$ cat config.mk
export PLATFORM = sky130hd
export DESIGN_NAME = dyn_text_line_flat
export DESIGN_NICKNAME = d
export VERILOG_FILES = /design/src/rtl/dyn_text_pkg.sv /design/src/rtl/dyn_text_line_if.sv /design/src/rtl/dyn_text_buf.sv /design/src/rtl/dyn_text_line.sv /design/src/flat_wrapper.sv
export SDC_FILE = /design/constraint.sdc
export NUM_CORES = 1
export LEC_CHECK = 0
export CAP_MARGIN = 20
export CORE_ASPECT_RATIO = 0.7
export CORE_MARGIN = 2
export CORE_UTILIZATION = 51
export DETAILED_ROUTE_END_ITERATION = 7
export PLACE_DENSITY_LB_ADDON = 0.1
export SETUP_SLACK_MARGIN = 0.02
export SLEW_MARGIN = 20
export SYNTH_ARGS = -nofsm -noshare
export SYNTH_HDL_FRONTEND = slang
export SYNTH_SLANG_ARGS = --single-unit
$ cat constraint.sdc
create_clock -name px_clk -period 1.5 [get_ports px_clk]
set_clock_uncertainty 0.1 [all_clocks]
set_input_delay 0.15 -clock px_clk [delete_from_list [all_inputs] [get_ports px_clk]]
set_output_delay 0.15 -clock px_clk [all_outputs]
set_load 0.1 [all_outputs]
$ cat src/rtl/dyn_text_pkg.sv
// dyn_text_pkg: shared definitions for the dyn_text_line text overlay.
//   - Stream field positions of the 26-bit RGB stream and a packed struct view.
//   - Glyph geometry and font ROM address width.
//   - idx_w(): width of a character index (at least 1 bit).
package dyn_text_pkg;

    localparam int STREAM_W = 26;
    localparam int GLYPH_W  = 8;
    localparam int GLYPH_H  = 8;
    localparam int ROM_AW   = 11;

    // Stream field positions
    localparam int ACTIVE = 0;
    localparam int VS     = 1;
    localparam int HS     = 2;
    localparam int YC_LO  = 3;
    localparam int YC_HI  = 12;
    localparam int XC_LO  = 13;
    localparam int XC_HI  = 22;
    localparam int RGB_LO = 23;
    localparam int RGB_HI = 25;

    // Packed view of the stream; first member is the MSB end.
    typedef struct packed {
        logic [2:0] rgb;
        logic [9:0] xc;
        logic [9:0] yc;
        logic       hs;
        logic       vs;
        logic       active;
    } stream_t;

    function automatic int idx_w(input int n);
        return (n > 1) ? $clog2(n) : 1;
    endfunction

endpackage

$ cat src/rtl/dyn_text_line_if.sv
// dyn_text_line_if: text buffer write port and shared font ROM port.
//   wr_en    text buffer write strobe (single-cycle, no acknowledge)
//   wr_addr  character index to write (IW bits)
//   wr_char  character code
//   addr_rom font ROM address {char, glyph_row}, driven by the overlay
//   gline    ROM row data, gline[0] = leftmost pixel, valid one cycle after addr_rom
// Handshake: there is no valid/ready pair. A write takes effect on the clock
// edge where wr_en is high; the ROM is a fixed one-cycle synchronous read.
// master = writer/ROM side, slave = the overlay block.
interface dyn_text_line_if
    import dyn_text_pkg::*;
#(
    parameter int IW = 4
);
    logic              wr_en;
    logic [IW-1:0]     wr_addr;
    logic [7:0]        wr_char;
    logic [ROM_AW-1:0] addr_rom;
    logic [0:7]        gline;

    modport master (
        output wr_en, wr_addr, wr_char, gline,
        input  addr_rom
    );

    modport slave (
        input  wr_en, wr_addr, wr_char, gline,
        output addr_rom
    );
endinterface

$ cat src/rtl/dyn_text_buf.sv
// dyn_text_buf: NCHARS x 8 character register file.
//   clk, rst_n  clock / asynchronous active-low reset (cells reset to FILL_CHAR)
//   wr_en, wr_addr, wr_char  synchronous write; indices >= NCHARS are ignored
//   rd_addr, rd_char         asynchronous read (old data during a same-cycle write)
module dyn_text_buf #(
    parameter int         NCHARS    = 16,
    parameter int         IW        = 4,
    parameter logic [7:0] FILL_CHAR = 8'h20
) (
    input  logic          clk,
    input  logic          rst_n,
    input  logic          wr_en,
    input  logic [IW-1:0] wr_addr,
    input  logic [7:0]    wr_char,
    input  logic [IW-1:0] rd_addr,
    output logic [7:0]    rd_char
);
    logic [7:0] mem [NCHARS];

    always_ff @(posedge clk or negedge rst_n) begin
        if (!rst_n) begin
            for (int i = 0; i < NCHARS; i++) begin
                mem[i] <= FILL_CHAR;
            end
        end else if (wr_en && (32'(wr_addr) < 32'(NCHARS))) begin
            mem[wr_addr] <= wr_char;
        end
    end

    // Out-of-range reads only happen for pixels outside the line, whose
    // character is never used.
    assign rd_char = (32'(rd_addr) < 32'(NCHARS)) ? mem[rd_addr] : FILL_CHAR;

endmodule

$ cat src/rtl/dyn_text_line.sv
// dyn_text_line: pipelined multi-character text overlay on the 26-bit RGB stream.
// Draws NCHARS characters from an internal text buffer at (pos_x, pos_y), each
// font pixel scaled to 2^SCALE_LOG2 screen pixels, using an external shared
// 8x8 font ROM. Fixed 3-cycle latency, no stall.
// Ports:
//   px_clk, rst_n  pixel clock, asynchronous active-low reset
//   RGBStr_i       input stream [0] Active [1] VS [2] HS [12:3] YC [22:13] XC [25:23] RGB
//   pos_x, pos_y   top-left corner of the line
//   bus            dyn_text_line_if.slave: text write port + font ROM port
//   RGBStr_o       output stream
// Optional build macro DYN_TEXT_CURSOR_EN adds cursor_idx / cursor_on inputs and
// a blinking (colour-swapped) cursor cell driven by a VS frame counter.
module dyn_text_line
    import dyn_text_pkg::*;
#(
    parameter int         NCHARS     = 16,
    parameter int         SCALE_LOG2 = 1,
    parameter logic [2:0] COLOR_FG   = 3'b110,
    parameter logic [2:0] COLOR_BG   = 3'b001,
    parameter int         ALPHA      = 1,
    parameter logic [7:0] FILL_CHAR  = 8'h20,
    localparam int        IW         = idx_w(NCHARS)
) (
    input  logic                px_clk,
    input  logic                rst_n,
    input  logic [STREAM_W-1:0] RGBStr_i,
    input  logic [9:0]          pos_x,
    input  logic [9:0]          pos_y,
    dyn_text_line_if.slave      bus,
`ifdef DYN_TEXT_CURSOR_EN
    input  logic [IW-1:0]       cursor_idx,
    input  logic                cursor_on,
`endif
    output logic [STREAM_W-1:0] RGBStr_o
);

    localparam int          CW     = GLYPH_W << SCALE_LOG2;
    localparam logic [31:0] LINE_W = 32'(NCHARS * CW);
    localparam logic [10:0] CELL_H = 11'(GLYPH_H << SCALE_LOG2);

    stream_t s_in;
    assign s_in = RGBStr_i;

    // ---------------- geometry (11-bit, no 10-bit wrap) ----------------
    logic [10:0]   rx, ry;
    logic          x_ge, y_ge, inside_c, cur_c;
    logic [IW-1:0] idx_c;
    logic [2:0]    gx_c, gy_c;
    logic [7:0]    rd_char;

    assign rx   = {1'b0, s_in.xc} - {1'b0, pos_x};
    assign ry   = {1'b0, s_in.yc} - {1'b0, pos_y};
    assign x_ge = (s_in.xc >= pos_x);
    assign y_ge = (s_in.yc >= pos_y);

    // LINE_W can exceed 11 bits for long lines, so compare at 32 bits.
    assign inside_c = s_in.active & x_ge & y_ge
                    & ({21'd0, rx} < LINE_W) & (ry < CELL_H);

    assign idx_c = IW'(rx >> (3 + SCALE_LOG2));
    assign gx_c  = 3'(rx >> SCALE_LOG2);
    assign gy_c  = 3'(ry >> SCALE_LOG2);

    dyn_text_buf #(
        .NCHARS    (NCHARS),
        .IW        (IW),
        .FILL_CHAR (FILL_CHAR)
    ) u_buf (
        .clk     (px_clk),
        .rst_n   (rst_n),
        .wr_en   (bus.wr_en),
        .wr_addr (bus.wr_addr),
        .wr_char (bus.wr_char),
        .rd_addr (idx_c),
        .rd_char (rd_char)
    );

    // ---------------- optional blinking cursor ----------------
`ifdef DYN_TEXT_CURSOR_EN
    logic [5:0] frame_cnt;
    logic       vs_q;

    always_ff @(posedge px_clk or negedge rst_n) begin
        if (!rst_n) begin
            frame_cnt <= '0;
            vs_q      <= 1'b0;
        end else begin
            vs_q <= s_in.vs;
            if (s_in.vs && !vs_q) begin
                frame_cnt <= frame_cnt + 6'd1;
            end
        end
    end

    // Blink phase is bit 5: 32 frames off, 32 frames on.
    assign cur_c = cursor_on & frame_cnt[5] & inside_c & (idx_c == cursor_idx);
`else
    assign cur_c = 1'b0;
`endif

    // ---------------- S0: sample geometry, character, stream ----------------
    logic       s0_inside, s0_cur;
    logic [2:0] s0_gx, s0_gy;
    logic [7:0] s0_char;
    stream_t    s0_stream;

    always_ff @(posedge px_clk or negedge rst_n) begin
        if (!rst_n) begin
            s0_inside <= 1'b0;
            s0_cur    <= 1'b0;
            s0_gx     <= '0;
            s0_gy     <= '0;
            s0_char   <= '0;
            s0_stream <= '0;
        end else begin
            s0_inside <= inside_c;
            s0_cur    <= cur_c;
            s0_gx     <= gx_c;
            s0_gy     <= gy_c;
            s0_stream <= s_in;
            if (inside_c) begin
                s0_char <= rd_char;
            end
        end
    end

    // ---------------- S1: font ROM address ----------------
    logic              s1_inside, s1_cur;
    logic [2:0]        s1_gx;
    stream_t           s1_stream;
    logic [ROM_AW-1:0] addr_q;

    always_ff @(posedge px_clk or negedge rst_n) begin
        if (!rst_n) begin
            s1_inside <= 1'b0;
            s1_cur    <= 1'b0;
            s1_gx     <= '0;
            s1_stream <= '0;
            addr_q    <= '0;
        end else begin
            s1_inside <= s0_inside;
            s1_cur    <= s0_cur;
            s1_gx     <= s0_gx;
            s1_stream <= s0_stream;
            // Hold the address outside the line so the ROM bus stays quiet.
            if (s0_inside) begin
                addr_q <= {s0_char, s0_gy};
            end
        end
    end

    assign bus.addr_rom = addr_q;

    // ---------------- S2: wait for the ROM ----------------
    logic       s2_inside, s2_cur;
    logic [2:0] s2_gx;
    stream_t    s2_stream;

    always_ff @(posedge px_clk or negedge rst_n) begin
        if (!rst_n) begin
            s2_inside <= 1'b0;
            s2_cur    <= 1'b0;
            s2_gx     <= '0;
            s2_stream <= '0;
        end else begin
            s2_inside <= s1_inside;
            s2_cur    <= s1_cur;
            s2_gx     <= s1_gx;
            s2_stream <= s1_stream;
        end
    end

    // ---------------- S3: colour select ----------------
    logic    pix;
    stream_t out_nxt;

    always_comb begin
        pix     = bus.gline[s2_gx];
        out_nxt = s2_stream;
        if (s2_inside) begin
            if (s2_cur) begin
                out_nxt.rgb = pix ? COLOR_BG : COLOR_FG;
            end else if (pix) begin
                out_nxt.rgb = COLOR_FG;
            end else if (ALPHA == 0) begin
                out_nxt.rgb = COLOR_BG;
            end
        end
    end

    always_ff @(posedge px_clk or negedge rst_n) begin
        if (!rst_n) begin
            RGBStr_o <= '0;
        end else begin
            RGBStr_o <= out_nxt;
        end
    end

endmodule

$ cat src/flat_wrapper.sv
// flat-port wrapper written by rule: the top's interface ports become plain ports
module dyn_text_line_flat import dyn_text_pkg::*;
#(
    parameter int         NCHARS     = 16,
    parameter int         SCALE_LOG2 = 1,
    parameter logic [2:0] COLOR_FG   = 3'b110,
    parameter logic [2:0] COLOR_BG   = 3'b001,
    parameter int         ALPHA      = 1,
    parameter logic [7:0] FILL_CHAR  = 8'h20,
    localparam int        IW         = idx_w(NCHARS)
)
  (px_clk, rst_n, RGBStr_i, pos_x, pos_y, RGBStr_o, bus_wr_en, bus_wr_addr, bus_wr_char, bus_gline, bus_addr_rom);
  dyn_text_line_if #(.IW((idx_w(NCHARS)))) bus_i ();
  input  logic px_clk;
  input  logic rst_n;
  input  logic [STREAM_W-1:0] RGBStr_i;
  input  logic [9:0] pos_x;
  input  logic [9:0] pos_y;
  output logic [STREAM_W-1:0] RGBStr_o;
  input wire logic [$bits(bus_i.wr_en)-1:0] bus_wr_en;
  input wire logic [$bits(bus_i.wr_addr)-1:0] bus_wr_addr;
  input wire logic [$bits(bus_i.wr_char)-1:0] bus_wr_char;
  input wire logic [$bits(bus_i.gline)-1:0] bus_gline;
  output wire logic [$bits(bus_i.addr_rom)-1:0] bus_addr_rom;
  assign bus_i.wr_en = bus_wr_en;
  assign bus_i.wr_addr = bus_wr_addr;
  assign bus_i.wr_char = bus_wr_char;
  assign bus_i.gline = bus_gline;
  assign bus_addr_rom = bus_i.addr_rom;
  dyn_text_line #(.NCHARS(NCHARS), .SCALE_LOG2(SCALE_LOG2), .COLOR_FG(COLOR_FG), .COLOR_BG(COLOR_BG), .ALPHA(ALPHA), .FILL_CHAR(FILL_CHAR)) u_core (.px_clk(px_clk), .rst_n(rst_n), .RGBStr_i(RGBStr_i), .pos_x(pos_x), .pos_y(pos_y), .bus(bus_i), .RGBStr_o(RGBStr_o));
endmodule
=== Yosys cells after proc, flatten, opt, wreduce, memory -nomap -nowiden ===
Cells that the tools add are included.

* Add/subtract/negate cells: 2
* Order comparisons: 8
* Muxes and demuxes: 11
* Bitwise gates (word level): 7
* Reductions and logical operators: 1

{| class="wikitable"
|+ Operators with widths
! kind !! number
|-
| $bwmux W128 || 1
|-
| $bmux W8 S4 || 1
|-
| $demux W8 S4 || 1
|-
| $mux W8 || 3
|-
| $sub A10 B10 Y11 || 2
|-
| $ge A10 B10 Y1 || 2
|-
| $lt A11 B5 Y1 const B || 1
|-
| $lt A11 B9 Y1 const B || 1
|-
| $ge A5 B5 Y1 const B || 2
|-
| $not A4 Y5 || 2
|-
| $mux W3 || 2
|-
| $lt A5 B1 Y1 const B || 1
|-
| $and A1 B1 Y1 || 4
|-
| $ge A4 B4 Y1 const B || 1
|-
| $not A3 Y4 || 1
|-
| $bmux W1 S3 || 1
|-
| $mux W1 || 2
|-
| $logic_and A1 B1 Y1 || 1
|}

* Register bits after elaboration: 266
* Logic and storage cells: 73

=== Logic depth before layout (Yosys ltp) ===
Gate-level depths: netlist of the first run.

* Depth after elaboration: 6
* Depth in mapped cells: 14
* Gate-level depth less buffers: 11

=== Hierarchy ===
A second synthesis of the first run with hierarchy kept.

* Cells, all modules: 761
* Area, all modules: 11,198.2 µm²

{| class="wikitable"
|+ By module, submodules not included
! module !! instances !! cells an instance !! area each (µm²)
|-
| dyn_text_buf || 1 || 365 || 5,935.7
|-
| dyn_text_line || 1 || 396 || 5,262.5
|}

=== Worst setup path before layout of the first run ===
Ideal clock, no wire load.

* Path type: input port to flip-flop
* Start point: input port RGBStr_i[13]
* End point: register u_core.s0_char[5]
* Library setup time: 125 ps
* Arrival: 2,879 ps
* Data required time: 1,275 ps
* Setup slack: -1,604 ps
* Stages on the path: 13
* Cells stage by stage: inv_1 ha_1 inv_1 fa_1 a211oi_4 o21ai_2 a221oi_2 buf_6 buf_8 mux4_1 mux2i_1 mux2i_1 mux2_2

* Longest elaborated chain between the ends: 5

{| class="wikitable"
|+ RTL lines
! element !! line !! text
|-
| from (decl) || flat_wrapper.sv:16 || <nowiki>input logic [STREAM_W-1:0] RGBStr_i;</nowiki>
|-
| branches (longest 5 deep; another with $sub A10 B10 Y11) || -- ||
|-
| to (signal assigned) || dyn_text_line.sv:122 || <nowiki>s0_char <= rd_char;</nowiki>
|-
| to (decl) || dyn_text_line.sv:104 || <nowiki>logic [7:0] s0_char;</nowiki>
|}

Parallel ways; which one is timed is not known. The select of a mux whose other input is x is not followed.
A chain may end at the register's enable or synchronous reset.

=== Worst setup path after layout of the first run ===
* Start point: input port RGBStr_i[13]
* End point: register u_core.s0_char[1]

Same word-level chain as after synthesis.

==> results.cfg, run 1 <==
[synth]
ys_ff_latch = 266
synthDistinctLibCells = 65
synth_top_area_frac = 0.571
yosys.area.top_type = dfrtp_1
yosysWarnings = 0
synthCells = 731
synthTopCellsByArea = dfrtp_1, mux2_2, dfstp_2, mux4_2, ha_1
synthesis.nets = 822
synth_area_mm2 = 0.0110
synth-main-ff-cell = dfrtp_1
synthArstFlopShare = 1.00
syn_area_per_cell_um2 = 15.0
ys_seq_area_frac = 0.609
synth_edf_count = 0

[power]
peakVddDrop_uv = 936
p_total_uw = 19800
p_leak_uw = 0.00682
switchingPower_uw = 5100
seqPwrFrac = 0.445
swShare = 0.258
p_clk_frac = 0.342
p_per_area_mw_per_mm2 = 1300
p_comb_frac = 0.213
p_int_uw = 14700

[timing]
tightest_slew_ns = 0.529
setup_slack_ns = -1.14
period_share = 1.76
fin_crit_ns = 2.64
rsz0062_at_grt = true
setup-tns-final_ns = -9.37
max-slew-margin-rel = 0.645
fmax_mhz = 378
slew_viol_final = 0
hold_violations = 0
setup_viol = 12

[global_routing]
grt_usage = 0.233
grt_pass1_vias = 7641
antenna_found_initial = 0
gr-total-overflow = 0
grt_max_degree = 57
grt_pass1_wl_mm = 41.0

[flow_run]
drv_cap = 0

[worst_setup_path]
cp_cell_sequence = buf_12 -> inv_12 -> ha_4 -> inv_2 -> fa_2 -> a211oi_4 -> o21ai_2 -> a221oi_4 -> buf_12 -> mux4_4 -> mux2i_1 -> mux2i_1 -> mux2_4
critPathBufInv = 4
cpPeakStageDelay_ns = 0.63
worst-r2r-setup-slack_ns = -0.26
critPathLaunchType = primary input
reg2reg_depth = 4
crit_arrival_ns = 2.96
required_ns = 1.81
cp_max_fo = 9
rr_startpoint = u_core.u_buf.mem[113]
worst_r2r_endpoint = u_core.s0_char[1]
path_class = primary input to flop
cpMaxStageDelayCell = mux4_4
path_depth = 13
worst_setup_path_end_kind = flop
cp_top_family = multiplexers

[clock_tree]
cts_max_level = 1
cts_tree = built
path_clk_slew_ns = 0.07
cts_sinks = 266
clockBufferDepth = 3
clock_latency_ns = 0.53
cts_root_buf = clkbuf_16
cts_buffers = 26

[detailed_routing]
ant_nets = 0
post-route-drc-count = 0
firstDrtPassIters = 5
wl_met1_mm = 11.8
num_vias = 7090
wirelength_mm = 25.7
wire_per_inst_um = 19.9
top_layer_used = met4
wl_met3_mm = 1.13
met2_length_mm = 12.2
dr.first_iter.drc_count = 447
viasPerCell = 5.50

[cells_and_area]
final_cell_mix = dfrtp_1, mux2_2, buf_4
syn_to_final_growth_pct = 39.3
fin_nets = 1084
antenna_cells = 0
drive_gt1_frac = 0.469
nFillCells = 1343
finalNonFillerCells = 1288
stdcell_area_mm2 = 0.0153
final_common_cell = dfrtp_1

[status]
status = complete, but fails checks
violations = negative setup slack

[placed_design]
postPlaceCellArea_mm2 = 0.0138
dp_cells = 1205
place.gp.congestion = 0.838
io_buffers = 105
hpwlAfterDp_mm = 17.1

[die]
core_mm2 = 0.0209
row_count = 44
die_area_mm2 = 0.0227
die_h_um = 127
start_util = 0.524
io-pin-count = 106
dieWidth_um = 179

[min_path]
hold_depth = 1
holdCritStartpoint = RGBStr_i[10]
min_to = u_core.s0_stream[10]
hold_path.class = primary input to flop
-- Yosys cell counts, drive strengths merged (4+ instances only) --
cell	number
dfrtp	250
mux2	149
nor2	27
inv	26
mux4	26
clkbuf	24
o21ai	22
ha	20
mux2i	19
nand3	18
dfstp	16
o211ai	12
a211oi	10
nand2	10
a2bb2oi	8
a21oi	7
a21o	6
buf	6
nand2b	6
o21a	6
nor3	5
or3	5
nand3b	4
nand4	4
-- power groups by stage --
stage	Combinational, uW	Sequential, uW	Clock (uW)
6_report	4210	8800	6770
4_1_cts	4180	8790	6870
3_3_place_gp	3790	8840	0
5_1_grt	4530	8900	7160
3_5_place_dp	3930	8900	0
2_1_floorplan	2290	8930	0
-- cell type report --
class                      count  area [um2]  share of cell area
tap                          276         345              0.0226
sequential                   266        6680               0.437
timing repair buffer         265        2950               0.193
clock inverter                12         180              0.0118
inverter                      26         113             0.00738
multi-input combinational    408        4290               0.281
clock buffer                  35         714              0.0468
-- flip-flops by register name (all words and copies together), names as in the netlist, 3 cells and up --
| signal | cells |
|---|---|
| u_core.s0_stream | 26 |
| u_core.s2_gx | 3 |
| u_core.s2_stream | 3 |
| u_core.s0_gy | 3 |
| u_core.s1_stream | 26 |
| u_core.s0_gx | 3 |
| u_core.RGBStr_o | 26 |
| u_core.s1_gx | 3 |
| u_core.s0_char | 8 |
| u_core.u_buf.mem | 128 |
| u_core.bus.addr_rom | 11 |
| u_core.out_nxt | 23 |
-- metal layers --
metal,vias up,GRT usage
li1,3195,-
met2,183,0.375
met4,0,0.0531
met1,3668,0.342
met5,-,0
met3,44,0.0306
-- worst max path at each step --
stage	from	endpoint	slack [ns]
floorplan	RGBStr_i[13]	u_core.s0_char[5]	-1.40
global placement	RGBStr_i[13]	u_core.s0_char[3]	-2.11
detailed placement	RGBStr_i[13]	u_core.s0_char[4]	-2.18
CTS	RGBStr_i[13]	u_core.s0_char[3]	-1.27
global route	RGBStr_i[13]	u_core.s0_char[3]	-1.25
finish	RGBStr_i[13]	u_core.s0_char[1]	-1.14
-- through the flow --
step	utilization	hold WS, ns	worst slack, ns
after floorplan	-	-0.246	-1.40
after global placement	0.660	0.0223	-2.11
after detailed placement	0.660	0.0267	-2.18
after CTS	0.725	0.00101	-1.27
after global routing	0.730	0.00879	-1.25
final	0.730	0.0171	-1.14
-- worst register-to-register path: cells and delay by family, from the launching register on --
| family | cells | cell delay [ns] |
|---|---|---|
| multiplexers | 4 | 1.13 |
| flip-flops | 1 | 0.39 |
-- what timing repair did --
item,CTS,global route
endpoints found under the setup margin,12,17
hold buffers,21,2
gates cloned,1,0
hold endpoints to repair,271,2
setup buffers,9,6
resized for setup,79,38
pin swaps,19,24
-- cell families (layout without fill, tap and decap cells) --
family / count (synthesis) / in the layout / share of synthesized area
AO/OA/AOI/OAI: 92 / 92 / 0.0629
XOR/XNOR: 5 / 5 / 0.00400
adder cells (fa/ha/maj): 22 / 22 / 0.0265
buffers and inverters: 57 / 338 / 0.0236
flip-flops: 266 / 266 / 0.609
multiplexers: 194 / 194 / 0.227
AND/OR/NAND/NOR: 95 / 95 / 0.0468
No activity file was read; power rests on OpenSTA's default activity.
==> run 2, diff against run 1 <==
--- a/config.mk
+++ b/config.mk
@@ -8,9 +8,8 @@
 export CAP_MARGIN = 20
 export CORE_ASPECT_RATIO = 0.7
 export CORE_MARGIN = 2
-export CORE_UTILIZATION = 51
+export CORE_UTILIZATION = 40
 export DETAILED_ROUTE_END_ITERATION = 7
-export PLACE_DENSITY_LB_ADDON = 0.1
 export SETUP_SLACK_MARGIN = 0.02
 export SLEW_MARGIN = 20
 export SYNTH_ARGS = -nofsm -noshare
==> results.cfg, run 2 (synthesized netlist as in run 1, its figures left out) <==
[die]
die_area_mm2 = 0.0287
io-pin-count = 106
die_h_um = 142
core_mm2 = 0.0268
row_count = 50
start_util = 0.408
dieWidth_um = 202

[detailed_routing]
wirelength_mm = 25.1
num_vias = 6939
wire_per_inst_um = 18.1
wl_met3_mm = 1.30
met2_length_mm = 11.2
wl_met1_mm = 12.2
viasPerCell = 5.00
top_layer_used = met4
dr.first_iter.drc_count = 315
post-route-drc-count = 0
ant_nets = 0
firstDrtPassIters = 4

[cells_and_area]
drive_gt1_frac = 0.479
fin_nets = 1097
multi_input_area_mm2 = 0.00432
max_flop_register = u_core.u_buf.mem
final_common_cell = dfrtp_1
largest_reg_flops = 128
register_area_mm2 = 0.00668
finalNonFillerCells = 1388
syn_to_final_growth_pct = 41.6
antenna_cells = 0
final_cell_mix = dfrtp_1, mux2_2, buf_4
nFillCells = 2095

[clock_tree]
path_clk_slew_ns = 0.06
cts_root_buf = clkbuf_16
clockBufferDepth = 3
cts_buffers = 26
cts_sinks = 266
clock_latency_ns = 0.54
cts_max_level = 1
cts_tree = built

[global_routing]
gr-total-overflow = 0
grt_max_degree = 59
grt_usage = 0.182
antenna_found_initial = 0
grt_pass1_vias = 7344
grt_pass1_wl_mm = 40.9

[status]
status = complete, but fails checks
violations = negative setup slack

[worst_setup_path]
required_ns = 1.81
path_class = primary input to flop
cpPeakStageDelay_ns = 0.63
worst_path_most_repeated_cell = buf_12
cpMaxStageDelayCell = mux4_4
cp_cell_sequence = buf_12 -> inv_12 -> ha_4 -> inv_2 -> fa_2 -> a211oi_4 -> o21ai_2 -> a221oi_4 -> buf_6 -> buf_12 -> mux4_4 -> mux2i_2 -> mux2i_1 -> mux2_4
critPathLaunchType = primary input
worst_setup_path_end_kind = flop
cp_max_fo = 6
crit_arrival_ns = 3.05

[timing]
rsz0062_at_grt = true
setup_viol = 12
slew_viol_final = 0
hold_violations = 0
setup_slack_ns = -1.24
fin_crit_ns = 2.74
max-slew-margin-rel = 0.583
fmax_mhz = 366
period_share = 1.82
tightest_slew_ns = 0.623
whs_ns = 0.0628

[power]
peakVddDrop_uv = 1110
p_per_area_mw_per_mm2 = 1290
p_leak_uw = 0.00685

[placed_design]
hpwlAfterDp_mm = 16.7
dp_cells = 1292
place.gp.congestion = 0.813
io_buffers = 105

[flow_run]
drv_cap = 0

[min_path]
hold_path.class = primary input to flop
==> run 2: cell count changes in the layout (fill, tap and decap cells not counted), sizes merged, moves of 2 or more <==
cell / before / now
dlygate4sd3: 23 / 30
dlymetal6s2s: 5 / 1
clkinv: 5 / 3
clkbuf: 42 / 36
dlygate4sd2: 8 / 12
buf: 178 / 193
==> run 2: area by class of cell <==
class                   instances  share of cell area
well taps                     364              0.0294
inverters                      26             0.00726
flip-flops and latches        266               0.431
repair buffers                278               0.194
multi-input cells             408               0.279
clock buffers                  36              0.0496
clock inverters                10              0.0102
==> run 2: metal layers <==
metal	global-route usage	up-vias
met5	0	-
met4	0.0368	0
met3	0.0428	32
met2	0.278	148
met1	0.267	3550
li1	-	3209
==> run 2: worst paths after layout <==
| path | to | startpoint | cells past startpoint | slack (ns) |
|---|---|---|---|---|
| setup / recovery | u_core.s0_char[1] | RGBStr_i[13] | 14 | -1.24 |
| hold / removal | u_core.s0_gy[2] | RGBStr_i[4] | 5 | 0.06 |
| setup reg to reg | u_core.s0_char[1] | u_core.u_buf.mem[89] | 4 | -0.26 |
| hold reg to reg | u_core.RGBStr_o[13] | u_core.out_nxt[13] | 0 | 0.24 |
| max in group asynchronous | u_core.s0_stream[13] | rst_n | 3 | 0.70 |
| min in group asynchronous | u_core.out_nxt[15] | rst_n | 3 | 0.12 |
==> run 2: worst max-delay path, delay by kind of cell <==
family	cells	cell delay (ns)
AOI/OAI and AO/OA	3	0.69
adders and majority gates	2	0.52
buffers and inverters	5	0.48
muxes	4	1.19
==> run 2: through the flow <==
| stage | setup WS [ns] | power, uW | util | setup TNS, ns | instance area (um2) |
|---|---|---|---|---|---|
| finish | -1.24 | 20000 | 0.578 | -9.45 | 15500 |
| global route | -1.32 | 21000 | 0.578 | -10.74 | 15500 |
| CTS | -1.34 | 20300 | 0.577 | -17.93 | 15500 |
| detailed placement | -2.42 | 12800 | 0.517 | -71.28 | 13900 |
| global placement | -2.33 | 12700 | 0.517 | -66.55 | 13900 |
| floorplan | -1.40 | 11200 | - | -11.49 | 11000 |
==> run 2: report_power, final <==
| group | total, uW | switching [uW] | leakage, uW | internal (uW) |
|---|---|---|---|---|
| clock | 6980 | 2720 | 0.000452 | 4260 |
| combinational | 4250 | 1800 | 0.00319 | 2450 |
| sequential | 8780 | 529 | 0.00320 | 8250 |
| total | 20000 | 5050 | 0.00685 | 15000 |
==> run 2: timing repair <==
item | in CTS | in global routing
hold buffers | 31 | 0
setup endpoints to repair | 12 | 23
endpoints found under the hold margin | 285 | 0
gates cloned | 2 | 0
setup buffers | 21 | 4
pin swaps | 33 | 16
resized for setup | 130 | 15
